File: src/rtl/mem_port_arbiter.sv
// mem_port_arbiter
// Shares the single-port unified memory between the CPU controller (port 0)
// and a secondary master such as the loader or debug port (port 1).
// One access is in flight at a time. The memory request is registered, ties
// are broken round-robin, and a watchdog aborts accesses the memory never
// completes. stall0 holds the CPU state machine until its access finishes.
module mem_port_arbiter #(
   parameter int AW      = 32,
   parameter int DW      = 32,
   parameter int TIMEOUT = 64
) (
   input  logic          clk,
   input  logic          rst,
   input  logic          req0,
   input  logic          we0,
   input  logic [AW-1:0] addr0,
   input  logic [DW-1:0] wdata0,
   input  logic          req1,
   input  logic          we1,
   input  logic [AW-1:0] addr1,
   input  logic [DW-1:0] wdata1,
   output logic          ack0,
   output logic          ack1,
   output logic          err0,
   output logic          err1,
   output logic [DW-1:0] rdata0,
   output logic [DW-1:0] rdata1,
   output logic          stall0,
   output logic          mem_req,
   output logic          mem_we,
   output logic [AW-1:0] mem_addr,
   output logic [DW-1:0] mem_wdata,
   input  logic [DW-1:0] mem_rdata,
   input  logic          mem_ready
);

   localparam logic [1:0] IDLE  = 2'd0;
   localparam logic [1:0] BUSY0 = 2'd1;
   localparam logic [1:0] BUSY1 = 2'd2;

   // The wait counter only has to reach TIMEOUT-1, so it is sized for that.
   localparam int            CW          = (TIMEOUT > 1) ? $clog2(TIMEOUT) : 1;
   localparam logic [CW-1:0] LAST_CNT    = CW'((TIMEOUT > 0) ? TIMEOUT - 1 : 0);
   localparam bit            WATCHDOG_ON = (TIMEOUT != 0);

   logic [1:0]    state;
   logic          prio;
   logic [CW-1:0] waitCnt;

   logic cand0;
   logic cand1;
   logic grant0;
   logic grant1;
   logic busy;
   logic busyPort;
   logic finish;
   logic timedOut;

   // Pick the port to serve from IDLE; a port being acked or aborted this cycle
   // is not yet eligible, which keeps one idle memory cycle between accesses.
   always_comb begin
      cand0  = req0 & ~ack0 & ~err0;
      cand1  = req1 & ~ack1 & ~err1;
      grant0 = 1'b0;
      grant1 = 1'b0;
      if (state == IDLE) begin
         grant0 = cand0 & (~cand1 | ~prio);
         grant1 = cand1 & (~cand0 | prio);
      end
   end

   // Decide whether the access in flight ends this cycle; memory completion
   // beats the watchdog when both happen together, and mem_ready is ignored in IDLE.
   always_comb begin
      busy     = (state == BUSY0) || (state == BUSY1);
      busyPort = (state == BUSY1);
      finish   = busy & mem_ready;
      timedOut = busy & ~mem_ready & WATCHDOG_ON & (waitCnt == LAST_CNT);
   end

   // Track the owner of the memory, the round-robin tie-break and the wait time.
   always_ff @(posedge clk) begin
      if (rst) begin
         state   <= IDLE;
         prio    <= 1'b0;
         waitCnt <= '0;
      end else begin
         case (state)
            IDLE: begin
               if (grant0) begin
                  state   <= BUSY0;
                  waitCnt <= '0;
               end else if (grant1) begin
                  state   <= BUSY1;
                  waitCnt <= '0;
               end
            end
            BUSY0, BUSY1: begin
               if (finish || timedOut) begin
                  state <= IDLE;
                  prio  <= ~busyPort;
               end else begin
                  waitCnt <= waitCnt + CW'(1);
               end
            end
            default: begin
               state <= IDLE;
            end
         endcase
      end
   end

   // Capture the winner's access at grant time and hold it until completion.
   always_ff @(posedge clk) begin
      if (rst) begin
         mem_req   <= 1'b0;
         mem_we    <= 1'b0;
         mem_addr  <= '0;
         mem_wdata <= '0;
      end else if (grant0) begin
         mem_req   <= 1'b1;
         mem_we    <= we0;
         mem_addr  <= addr0;
         mem_wdata <= wdata0;
      end else if (grant1) begin
         mem_req   <= 1'b1;
         mem_we    <= we1;
         mem_addr  <= addr1;
         mem_wdata <= wdata1;
      end else if (finish || timedOut) begin
         mem_req   <= 1'b0;
      end
   end

   // Return one-cycle completion/abort pulses and keep the last read data per port.
   always_ff @(posedge clk) begin
      if (rst) begin
         ack0   <= 1'b0;
         ack1   <= 1'b0;
         err0   <= 1'b0;
         err1   <= 1'b0;
         rdata0 <= '0;
         rdata1 <= '0;
      end else begin
         ack0 <= finish & ~busyPort;
         ack1 <= finish & busyPort;
         err0 <= timedOut & ~busyPort;
         err1 <= timedOut & busyPort;
         if (finish && !mem_we && !busyPort) begin
            rdata0 <= mem_rdata;
         end
         if (finish && !mem_we && busyPort) begin
            rdata1 <= mem_rdata;
         end
      end
   end

   // The CPU waits while its request is outstanding and not yet answered.
   assign stall0 = req0 & ~ack0 & ~err0;

endmodule

File: config.mk
export PLATFORM = sky130hd
export DESIGN_NAME = mem_port_arbiter
export DESIGN_NICKNAME = d
export VERILOG_FILES = /design/src/rtl/mem_port_arbiter.sv
export SDC_FILE = /design/constraint.sdc
export NUM_CORES = 1
export LEC_CHECK = 0
export BUFFER_PORTS_ARGS = -buffer_cell sky130_fd_sc_hd__buf_4
export CORE_AREA = 2 2 117 119
export DETAILED_ROUTE_END_ITERATION = 8
export DIE_AREA = 0 0 119 121
export PLACE_DENSITY = 0.73
export SLEW_MARGIN = 20
export SYNTH_ARGS = -nofsm -noshare
export SYNTH_HDL_FRONTEND = slang
export SYNTH_SLANG_ARGS = --single-unit
export TNS_END_PERCENT = 100
File: constraint.sdc
create_clock -name clk -period 5.7 [get_ports clk]
set_clock_uncertainty 0.15 [all_clocks]
set_input_delay 0.285 -clock clk [delete_from_list [all_inputs] [get_ports clk]]
set_output_delay 0.285 -clock clk [all_outputs]
set_load 0.02 [all_outputs]
**Word-level counts from Yosys, hierarchy flattened**

Cells that the tools add are included.

- Flip-flop bits (word level): 143
- Bits of input ports: 167
- Output and inout bits: 135
- Logic and storage cells: 78

- Add/sub/neg operators: 1
- Eq/ne operators: 6
- Multiplexer cells: 19
- Bitwise logic cells: 24
- Reductions and logical operators: 15

Operators with widths:

| operator | number |
|---|---|
| $mux 32 | 4 |
| $mux 6 | 3 |
| $and 1x1->1 | 13 |
| $pmux 6 s2 | 1 |
| $not 1->1 | 9 |
| $mux 1 | 7 |
| $add 6x1->6 const B | 1 |
| $eq 6x6->1 const B | 1 |
| $mux 2 | 3 |
| $ne 2x2->1 const B | 2 |
| $pmux 2 s2 | 1 |
| $reduce_and 2->1 | 2 |
| $reduce_bool 2->1 | 2 |
| $logic_and 1x1->1 | 3 |
| $ne 3x3->1 const B | 1 |
| $reduce_and 3->1 | 1 |
| $reduce_bool 3->1 | 1 |
| $eq 2x1->1 const B | 1 |
| $eq 2x2->1 const B | 1 |
| $logic_not 1->1 | 2 |
| $logic_not 2->1 | 1 |
| $logic_or 1x1->1 | 2 |
| $or 1x1->1 | 2 |
| $reduce_or 2->1 | 1 |

**Longest topological paths before layout**

- Depth in word-level cells: 10
- Depth in mapped cells: 9
- Depth with buffers taken out: 6

**Worst setup path after synthesis**

OpenSTA, ideal clock, no wires.

- Path type: reg2reg
- Start point: register state[1]
- End point: register waitCnt[3]
- Library setup time: 0.063 ns
- Data arrival time: 1.688 ns
- Required time: 5.487 ns
- Setup slack: 3.799 ns
- Cell stages (with the launch flop): 7
- Path buffers: 0
- Clock period less this slack: 1.901 ns
- Path through: dfxtp_1 inv_1 ha_1 or3b_1 a31oi_1 or3b_1 nand3_1

- Cells in the longest elaborated chain, start to end: 7
- Elaborated cells between the ends (all ways): 17
- Classes of those cells: eq/ne (4); mux (4); bitwise (3); reduce/logical (6)

Ends and longest elaborated chain:

| item | RTL line | source |
|---|---|---|
| start: declaration | 46 | `logic [1:0] state;` |
| start signal: assignment | 84 | `state <= IDLE;` |
| start signal: assignment | 91 | `state <= BUSY0;` |
| start signal: assignment | 94 | `state <= BUSY1;` |
| $eq 2x1->1 or $eq 2x2->1 (tied branches) | 75, 88 |  |
| $logic_or 1x1->1 | 75 | `busy = (state == BUSY0) \|\| (state == BUSY1);` |
| $and 1x1->1 (2 in series) | 78 | `timedOut = busy & ~mem_ready & WATCHDOG_ON & (waitCnt == LAST_CNT);` |
| $logic_or 1x1->1 | 99 | `if (finish \|\| timedOut) begin` |
| $ne 2x2->1 (no source line) | n/a |  |
| $reduce_and 3->1 (no source line) | n/a |  |
| end signal: assignment | 103 | `waitCnt <= waitCnt + CW'(1);` |
| end: declaration | 48 | `logic [CW-1:0] waitCnt;` |

Parallel ways exist; a longest one is shown, timed or not.
A chain may end at the register's enable or synchronous reset.

**Worst setup path after layout**

- Start point: register state[1]
- End point: register rdata0[29]

- Cells in the longest elaborated chain, start to end: 5
- Elaborated cells between the ends (all ways): 7
- Classes of those cells: eq/ne (2); bitwise (1); reduce/logical (4)

Ends and longest elaborated chain:

| item | RTL line | source |
|---|---|---|
| $eq 2x1->1 or $eq 2x2->1 (tied branches) | 75, 76 |  |
| $logic_or 1x1->1 | 75 |  |
| $and 1x1->1 | 77 | `finish = busy & mem_ready;` |
| $logic_and 1x1->1 | 149 | `if (finish && !mem_we && !busyPort) begin` |
| $logic_and 1x1->1 * | 149 |  |
| end signal: assignment | 150 | `rdata0 <= mem_rdata;` |
| end: declaration | 26 | `output logic [DW-1:0] rdata0,` |

Every way passes the cells marked *; elsewhere a longest branch is shown, timed or not.

==> key figures <==
Placed design
  – Placed inst area: roughly 7700 sq um
  – Port-buffer cells: 301
  – Place WS: approximately 3000 ps
  – RD Place Congestion: around 0.88
  – HPWL Detailed: roughly 14000 um

Worst setup path
  – WS Path Type: flop to flop
  – Setup crit start kind: flop
  – R2R Setup Slk: roughly 3000 ps
  – Reg-to-Reg End: rdata0[29]
  – Reg2Reg Launch Point: state[1]
  – Critical path arrival: ~2800 ps
  – Worst R2R Path Depth: 7
  – Crit. End Element: flop
  – CP required: between 5000 and 6000 ps
  – Worst-path fanout max: 20

Synthesis
  – Synth area leader: dfxtp_1
  – Cell Area, Synth: 5351 sq um
  – Synth Area per Inst: 8.964 sq um
  – Distinct cells, synth: 36
  – Synth warn: 0
  – Top cells by area, synth: dfxtp_1 (53%), o2bb2ai_1 (10%), nand2_1 (9.7%), o22ai_1 (7.7%), a21oi_1 (6.5%)
  – Syn nets: ~770
  – Post-synth EDFFs: 0
  – Share of the synthesized area in the top cell type: between 50% and 60%
  – Ys flop type: dfxtp_1
  – Syn Inst Count: 597
  – Async SR Flop Fraction: 0%
  – Register area share after synthesis: approximately 53%
  – Flip-flop and latch count after synthesis: 143

Global routing
  – GRT Resource Usage Total: 25.92%
  – Remaining global-route overflow: 0
  – Pin count of the biggest net entering global routing: 76
  – First-pass GRT wire length: about 30000 um
  – Antenna violations before repair: 0
  – Vias in the first global route: approximately 5700

Clocking
  – Largest buffer count on any clock path: 2
  – Total CTS buffers: 17
  – CTS Root Cell: clkbuf_16
  – Clock sinks: about 140
  – Clock Pin Slew Worst Setup and Hold Paths: 50 ps
  – CTS tree: yes
  – H-Tree Depth: 4
  – Clock Latency Late Sink: 410 ps

Die
  – Starting density of the core: 40.90%
  – Die ar.: roughly 14000 sq um
  – Ports: between 300 and 400
  – Die W: 119 um
  – Die H: about 120 um
  – Cell Rows: 42
  – Core ar.: ~13000 sq um

Min path
  – Type of the tightest min-delay check: primary input to flop
  – Hold endpoint: mem_wdata[20]
  – Worst hold path depth: 3
  – Min-Delay Startpoint: wdata1[20]

Timing
  – WHS: ~12 ps
  – # setup viols final: 0
  – Post-route minimum period: roughly 2700 ps
  – Fin. Hold Viols: 0
  – Worst setup slack after layout: approximately 3000 ps
  – Max-slew headroom: roughly 47%
  – Setup TNS: 0 ps
  – Slew Limit Fails: 0
  – Fin crit share: between 40% and 50%
  – F_max: between 0.3 and 0.4 GHz
  – RSZ-0062 raised after global routing: no
  – Actual slew at the worst max-slew pin: between 700 and 800 ps

Power
  – Leakage: about 0.0036 uW
  – Pwr/cell area: ~340 nW/um^2
  – Total power: between 2000 and 3000 uW
  – VDD IR max: 0.1933 mV

Routing
  – Routed WL: ~19000 um
  – Drt pass-1 iters: 5
  – Via count: slightly below 6000
  – Initial DRC Count: 423
  – DRC viols: 0
  – Routed length per instance: between 15 and 20 um
  – Antenna-violating nets left: 0
  – DR vias/cell: ~5.3

Cells and area
  – Final net count: 1082
  – Post-route cell area: just under 9000 sq um
  – Commonest cells after routing, fill and taps aside: buf_4 (306), dfxtp_1 (143), nand2_1 (139)
  – Ratio of cells with drive above 1 in the final layout: roughly 37%
  – Diode count: 0
  – Area Overhead vs Synth: 61.98%
  – Commonest non-fill, non-tap cell in the layout: buf_4

Run status
  – Status: finished clean

Run
  – Max cap viols: 0
==> kinds of logic after synthesis <==
| kind of cell | share of synthesized area (%) |
|---|---|
| AO/OA/AOI/OAI | 27.87 |
| adder cells (fa/ha/maj) | 0.7015 |
| buffers and inverters | 5.073 |
| flip-flops | 53.50 |
| AND/OR/NAND/NOR | 12.86 |
==> worst max-delay path by stage <==
stage / from / end / slack, ps / cells past startpoint
detailed placement: rst / mem_wdata[6] / 3000 / 5
floorplan: state[1] / waitCnt[3] / 3800 / 6
global route: state[1] / rdata0[29] / 2820 / 7
global placement: rst / mem_wdata[6] / 3080 / 5
CTS: state[0] / rdata0[29] / 3060 / 7
finish: state[1] / rdata0[29] / 3040 / 7
==> where the power goes <==
part           internal, uW  total, uW  switching, uW  leakage (uW)
Combinational           317        732            416       0.00221
Sequential             1110       1170           61.3       0.00117
Clock                   670       1060            386      0.000271
==> area by class of cell <==
type | count | area, sq um
clock buffers | 23 | 478.0
clock inverters | 6 | 85.08
fillers | 1038 | 4417
inverters | 9 | 33.78
multi-input cells | 392 | 2261
flip-flops and latches | 143 | 2863
well taps | 176 | 220.2
repair buffers | 349 | 2728
==> state kept, by name, indices dropped and copies added (netlist names) <==
| signal | count |
|---|---|
| rdata1 | 32 |
| mem_addr | 32 |
| err1 | 1 |
| ack1 | 1 |
| mem_wdata | 32 |
| rdata0 | 32 |
| waitCnt | 6 |
| prio | 1 |
| state | 2 |
| mem_req | 1 |
| ack0 | 1 |
| mem_we | 1 |
| err0 | 1 |
==> metal layers <==
metal / global-route usage [%] / up-vias / wire [um]
met4: 10.27 / 0 / 632
li1: - / 2798 / -
met2: 44.18 / 259 / 9573
met5: 0 / - / 0
met3: 7.942 / 48 / 1189
met1: 30.51 / 2677 / 7676
==> cell usage after synthesis (all sizes together), types with 2 or more instances <==
library cell and number:
ha 3, nor3 8, or3 2, dfxtp 143
a31oi 3, nand3 9, clkbuf 43, o211ai 2
nand2 139, o2bb2ai 64, o21ai 3, o32ai 3
o22ai 66, inv 8, buf 10, or3b 4
o2111ai 2, a21oi 69, nor2 3
==> worst max-delay path, stage by stage, from the launching register on <==
cell     delay, ps
dfxtp_1        330
inv_1           60
ha_1           510
nand2_1        250
nor3_2         640
buf_4          370
nand2_1         90
a21oi_1        160
==> per-stage QoR <==
step | cells | util, %
2_1_floorplan | 597 | -
3_3_place_gp | 1026 | 58.59
3_5_place_dp | 1026 | 58.59
4_1_cts | 1098 | 66.18
5_1_grt | 1098 | 66.25
6_report | 1098 | 66.25
==> repair_timing <==
item                                   4_1_cts  5_1_grt
setup endpoints to repair                    0        0
setup buffers                                0        0
gates resized for setup                      0        0
hold buffers                                43        0
endpoints found under the hold margin       73        0
Power figures use the tool's default switching activity.
